<file path="src/rtl/mac_seq.sv">
// Sequential sign-magnitude dot product: N_TERMS (a, w) pairs streamed LANES per beat,
// positive and negative products accumulated apart, one registered result per transaction.
module mac_seq #(
    parameter int N_TERMS = 62,
    parameter int LANES   = 2,
    parameter int MAG_W   = 7,
    parameter int ACC_W   = 2*MAG_W + $clog2(N_TERMS)
) (
    input  logic                       clk,
    input  logic                       rst,
    input  logic                       start,
    input  logic [LANES*(MAG_W+1)-1:0] in_a,
    input  logic [LANES*(MAG_W+1)-1:0] in_w,
    input  logic                       in_valid,
    output logic                       in_ready,
    output logic [ACC_W:0]             out,
    output logic                       out_valid,
    input  logic                       out_ready,
    output logic                       busy
);
    localparam int OP_W  = MAG_W + 1;
    localparam int BEATS = (N_TERMS + LANES - 1) / LANES;
    localparam int CNT_W = (BEATS > 1) ? $clog2(BEATS) : 1;
    localparam logic [CNT_W-1:0] LAST_BEAT = CNT_W'(BEATS - 1);

    typedef enum logic [1:0] {
        IDLE  = 2'd0,
        ACCUM = 2'd1,
        FIN   = 2'd2,
        DONE  = 2'd3
    } state_t;

    state_t           state_r;
    logic [ACC_W-1:0] pos_r;
    logic [ACC_W-1:0] neg_r;
    logic [CNT_W-1:0] beat_cnt_r;
    logic             in_ready_r;
    logic             out_valid_r;
    logic             busy_r;
    logic [ACC_W:0]   out_r;
    logic [ACC_W-1:0] pos_add_s;
    logic [ACC_W-1:0] neg_add_s;
    logic [ACC_W:0]   result_s;
    logic             xfer_s;

    function automatic logic [2*MAG_W-1:0] lane_prod(input logic [OP_W-1:0] a,
                                                     input logic [OP_W-1:0] w);
        return {{MAG_W{1'b0}}, a[MAG_W-1:0]} * {{MAG_W{1'b0}}, w[MAG_W-1:0]};
    endfunction

    assign xfer_s    = in_valid & in_ready_r;
    assign in_ready  = in_ready_r;
    assign out_valid = out_valid_r;
    assign busy      = busy_r;
    assign out       = out_r;

    // Sum this beat's lane products by product sign; lanes past N_TERMS are padding.
    always_comb begin
        pos_add_s = {ACC_W{1'b0}};
        neg_add_s = {ACC_W{1'b0}};
        for (int i = 0; i < LANES; i++) begin
            if ((int'(beat_cnt_r) * LANES + i) < N_TERMS) begin
                if (in_a[OP_W*i + MAG_W] ^ in_w[OP_W*i + MAG_W]) begin
                    neg_add_s = neg_add_s + ACC_W'(lane_prod(in_a[OP_W*i +: OP_W], in_w[OP_W*i +: OP_W]));
                end else begin
                    pos_add_s = pos_add_s + ACC_W'(lane_prod(in_a[OP_W*i +: OP_W], in_w[OP_W*i +: OP_W]));
                end
            end else begin
                pos_add_s = pos_add_s;
            end
        end
    end

    // Signed difference of the two accumulators; a tie yields positive zero.
    always_comb begin
        if (pos_r > neg_r) begin
            result_s = {1'b0, pos_r - neg_r};
        end else if (neg_r > pos_r) begin
            result_s = {1'b1, neg_r - pos_r};
        end else begin
            result_s = {(ACC_W+1){1'b0}};
        end
    end

    // Transaction sequencer with registered handshake outputs.
    always_ff @(posedge clk) begin
        if (rst) begin
            state_r     <= IDLE;
            pos_r       <= {ACC_W{1'b0}};
            neg_r       <= {ACC_W{1'b0}};
            beat_cnt_r  <= {CNT_W{1'b0}};
            in_ready_r  <= 1'b0;
            out_valid_r <= 1'b0;
            busy_r      <= 1'b0;
            out_r       <= {(ACC_W+1){1'b0}};
        end else begin
            case (state_r)
                IDLE: begin
                    if (start) begin
                        pos_r      <= {ACC_W{1'b0}};
                        neg_r      <= {ACC_W{1'b0}};
                        beat_cnt_r <= {CNT_W{1'b0}};
                        in_ready_r <= 1'b1;
                        busy_r     <= 1'b1;
                        state_r    <= ACCUM;
                    end
                end
                ACCUM: begin
                    if (xfer_s) begin
                        pos_r      <= pos_r + pos_add_s;
                        neg_r      <= neg_r + neg_add_s;
                        beat_cnt_r <= beat_cnt_r + CNT_W'(1);
                        if (beat_cnt_r == LAST_BEAT) begin
                            in_ready_r <= 1'b0;
                            state_r    <= FIN;
                        end
                    end
                end
                FIN: begin
                    out_r       <= result_s;
                    out_valid_r <= 1'b1;
                    state_r     <= DONE;
                end
                DONE: begin
                    if (out_ready) begin
                        out_valid_r <= 1'b0;
                        busy_r      <= 1'b0;
                        state_r     <= IDLE;
                    end
                end
                default: begin
                    in_ready_r  <= 1'b0;
                    out_valid_r <= 1'b0;
                    busy_r      <= 1'b0;
                    state_r     <= IDLE;
                end
            endcase
        end
    end
endmodule

</file>
<file path="config.mk">
export PLATFORM = sky130hd
export DESIGN_NAME = mac_seq
export DESIGN_NICKNAME = d
export VERILOG_FILES = /design/src/rtl/mac_seq.sv
export SDC_FILE = /design/constraint.sdc
export NUM_CORES = 1
export LEC_CHECK = 0
export CAP_MARGIN = 30
export CORE_MARGIN = 5
export CORE_UTILIZATION = 55
export CTS_CLUSTER_SIZE = 10
export DETAILED_ROUTE_END_ITERATION = 10
export MAX_ROUTING_LAYER = met4
export PLACE_DENSITY = 0.76
export SLEW_MARGIN = 15
export SYNTH_ARGS = -nofsm -noshare
export SYNTH_HDL_FRONTEND = slang
export SYNTH_SLANG_ARGS = --single-unit
export TNS_END_PERCENT = 50
</file>
<file path="constraint.sdc">
create_clock -name clk -period 7.45 [get_ports clk]
set_input_delay 0.745 -clock clk [delete_from_list [all_inputs] [get_ports clk]]
set_output_delay 0.745 -clock clk [all_outputs]
set_load 0.1 [all_outputs]
</file>
==> impl_results.md <==
* CP max stage cell: fa_1
* Syn Nets at 1640
* Final WL at between 20000 and 30000 um
* Sequential fraction of the synthesis area at between 10% and 20%
* Synth Area in Compound Gates at between 20% and 30%
* Worst Path Buf+Inv at 5
* CP Capture Type: flip-flop
* Clock buffer count from CTS at 9
* Initial core utilization at 55.9%
* Max-Cap Viols at 0
* Max Slew Vio Count at 0
* Fin crit share at between 90% and 100%
* Synth Flop Type: dfxtp_1
* EDFF count, synth at 0
* Mean post-synth cell area at around 7.9 um2
* Initial antenna violation count at 0
* Post-Synth XOR/XNOR Area at under 10%
* Largest cells by area after synthesis: ha_1, dfxtp_1, fa_1
* Vias per cell at approximately 5.7
* First-pass GRT wire length at between 40000 and 50000 um
* Status: finished, final reports clean
* Final worst path period need at ~7200 ps
* Synth area leader: ha_1
* Top cell by count, worst path: fa_1
* # fillers at approximately 1.7k
* Final worst slack at roughly 220 ps
* CTS tree: built
* Post-route DRC at 0
* H-tree levels at 3
* Crit start category: primary input
* Vias in the first global route at about 10k
* Number of iterations in the first detailed-routing pass at 5
* Post-Syn Instances at 1381
* Worst-path fanout max at 6
* Setup Crit Path Kind: primary input to flip-flop
* Distinct cells, synth at 77
* Largest net degree at the start of global routing at 48
* Root buffer cell: clkbuf_16
* ANT cells at 0
* GRT overflow at 0
* Total track usage at 25.3%
* Placement Rows at 51
* Post-DRT Antenna Nets at 0
* Die area at between 20000 and 25000 um2
* Synthesized area at 10900 um2
* #FFs+latches synth at 71
* Max Root-Sink Buffers at 2
* Routed len/inst at 15.6 um
* Fin Hold WS at about 480 ps
* IO Port Bufs at 60
* Slew HR at a little under a third
* Largest family of logic cells by synthesized area: adder cells
* Mux share of post-synthesis cell area at between 2 and 2.5%
* Dpl hpwl at between 20000 and 25000 um
* 1st-iter DRT viols at about 390
* GPL Wtd Cong at a little over 0.9
* Fin Clk Skew at 9.97 ps
* Clk sink count at slightly above 70
* Area Growth Syn to Fin at 21.6%
* Synth top area share at around 19%
* Asr flop ratio synth at 0%
* Slew @ Worst Pin at approximately 1000 ps
* Critical path required time at between 7000 and 8000 ps
* Setup WS pre-CTS at -492 ps
* Post-synthesis adder-cell area fraction at between 20% and 30%
* Final setup fails at 0
* Delay-heaviest family, CP: adder cells
* Nets@finish at around 1.8k
* Fin. Hold Viols at 0
* Core region area at between 15000 and 20000 um2
* Chip height at 151 um
* Fraction of layout cells with a size suffix above 1 at between 15 and 20%
* Worst path arrival time at 7490 ps
* Total I/O pin count at 61
* Clock Pin Slew Worst Setup and Hold Paths at ~60 ps
* Min-Delay Path Class: flip-flop to flip-flop
* Later-pin clock latency in the skew report at 350 ps
* Fmax at between 0.1 and 0.15 GHz
* CP max stage delay at ~530 ps
* Synth warn at 0
* Die X-Extent at between 150 and 200 um
* Vias at 10.3k
* Simple-gate share of the synthesized area at 21.4%
## path summary, 6_finish.rpt
check        cells past startpoint     startpoint   endpoint  slack [ps]
max reg2reg                     22  beat_cnt_r[2]  neg_r[16]        2240
max                             29        in_a[4]  pos_r[19]         220
min                              2         out[0]     out[0]         480
min reg2reg                      2         out[0]     out[0]         480
## layer usage
| metal | track usage [%] | up-vias | routed length [um] |
|---|---|---|---|
| li1 | - | 5162 | - |
| met3 | 1.83 | 66 | 981 |
| met1 | 29.4 | 4871 | 11900 |
| met2 | 45.7 | 239 | 14400 |
| met5 | - | - | 0 |
| met4 | 9.75 | 0 | 1030 |
## what timing repair did
item	CTS	global route
hold buffers	0	0
setup endpoints to repair	14	19
gates resized for setup	5	84
hold endpoints to repair	0	0
pin swaps	0	42
cloned	0	0
setup buffers	0	5
## cells in the mapped netlist, types with 27 or more instances
cell type and number:
nand2_1 108, xor2_1 30, nor2_1 107, inv_1 137
xnor2_1 54, dfxtp_1 71, ha_1 168, nand3_1 39
a21oi_1 96, and2_1 75, o21ai_0 60, clkbuf_1 27
a21o_1 30, fa_1 54
## layout make-up
type	count	area (um2)	area share [%]
clock buffers	9	225	1.70
clock inverters	7	63.8	0.481
inverters	137	514	3.88
multi-input cells	1128	9100	68.5
flip-flops and latches	71	1420	10.7
well taps	265	332	2.50
repair buffers	194	1620	12.2
## state kept, by name, indices dropped and copies added (netlist names)
name,flops
in_ready,1
busy,1
out_valid,1
neg_r,20
beat_cnt_r,5
state_r,2
pos_r,20
out,21
## through the flow
step                setup TNS, ps  util (%)  std cells  cell area, um2
global placement            -4250      64.4       1789           12600
CTS                             0      65.9       1805           12900
floorplan                       0         -       1381           10900
global route                 -126      68.0       1811           13300
detailed placement          -7320      64.4       1789           12600
finish                          0      68.0       1811           13300
## layout by cell type (no fill, tap or decap), types with 6 or more instances in the layout
| cell | count |
|---|---|
| ha_1 | 160 |
| inv_1 | 136 |
| buf_4 | 133 |
| nand2_1 | 106 |
| nor2_1 | 103 |
| a21oi_1 | 85 |
| and2_1 | 72 |
| dfxtp_1 | 71 |
| fa_1 | 54 |
| clkdlybuf4s50_1 | 54 |
| xnor2_1 | 53 |
| o21ai_0 | 51 |
| nand3_1 | 38 |
| a21o_1 | 30 |
| xor2_1 | 30 |
| nor3_1 | 19 |
| nand2b_1 | 19 |
| mux2_2 | 18 |
| nor2b_1 | 17 |
| or3_1 | 17 |
| a31oi_1 | 13 |
| a211oi_1 | 13 |
| o31ai_1 | 13 |
| a22oi_1 | 13 |
| a21oi_2 | 12 |
| and3_1 | 10 |
| clkbuf_16 | 9 |
| nand3b_1 | 8 |
| o21ai_1 | 7 |
| o21bai_1 | 7 |
| ha_4 | 7 |
| nor3b_1 | 6 |
## kinds of logic (layout without fill, tap and decap cells)
kind of cell,after synthesis,count (layout)
multiplexers,23,23
AND/OR/NAND/NOR,463,463
AO/OA/AOI/OAI,336,336
adder cells (fa/ha/maj),222,222
XOR/XNOR,84,84
flip-flops,71,71
buffers and inverters,182,347
## worst register-to-register path, stage by stage (launching register included)
cell and delay [ps]:
dfxtp_1 390, and3_1 310, nand3_1 130, nand2_1 520, nor2_1 120, ha_1 240, fa_1 410, a21o_1 170
a21oi_1 230, o21bai_1 130, a21oi_1 200, xnor2_1 80, mux2_2 280, ha_1 300, o21ai_0 90, nand2b_1 120
nand2_1 70, a21oi_1 240, o2111a_1 260, nor4b_2 70, buf_4 160, or4_4 490, a21oi_2 150
Power is not shown: default switching activity piles up to over one toggle a cycle in this logic, so the estimate is an artifact.
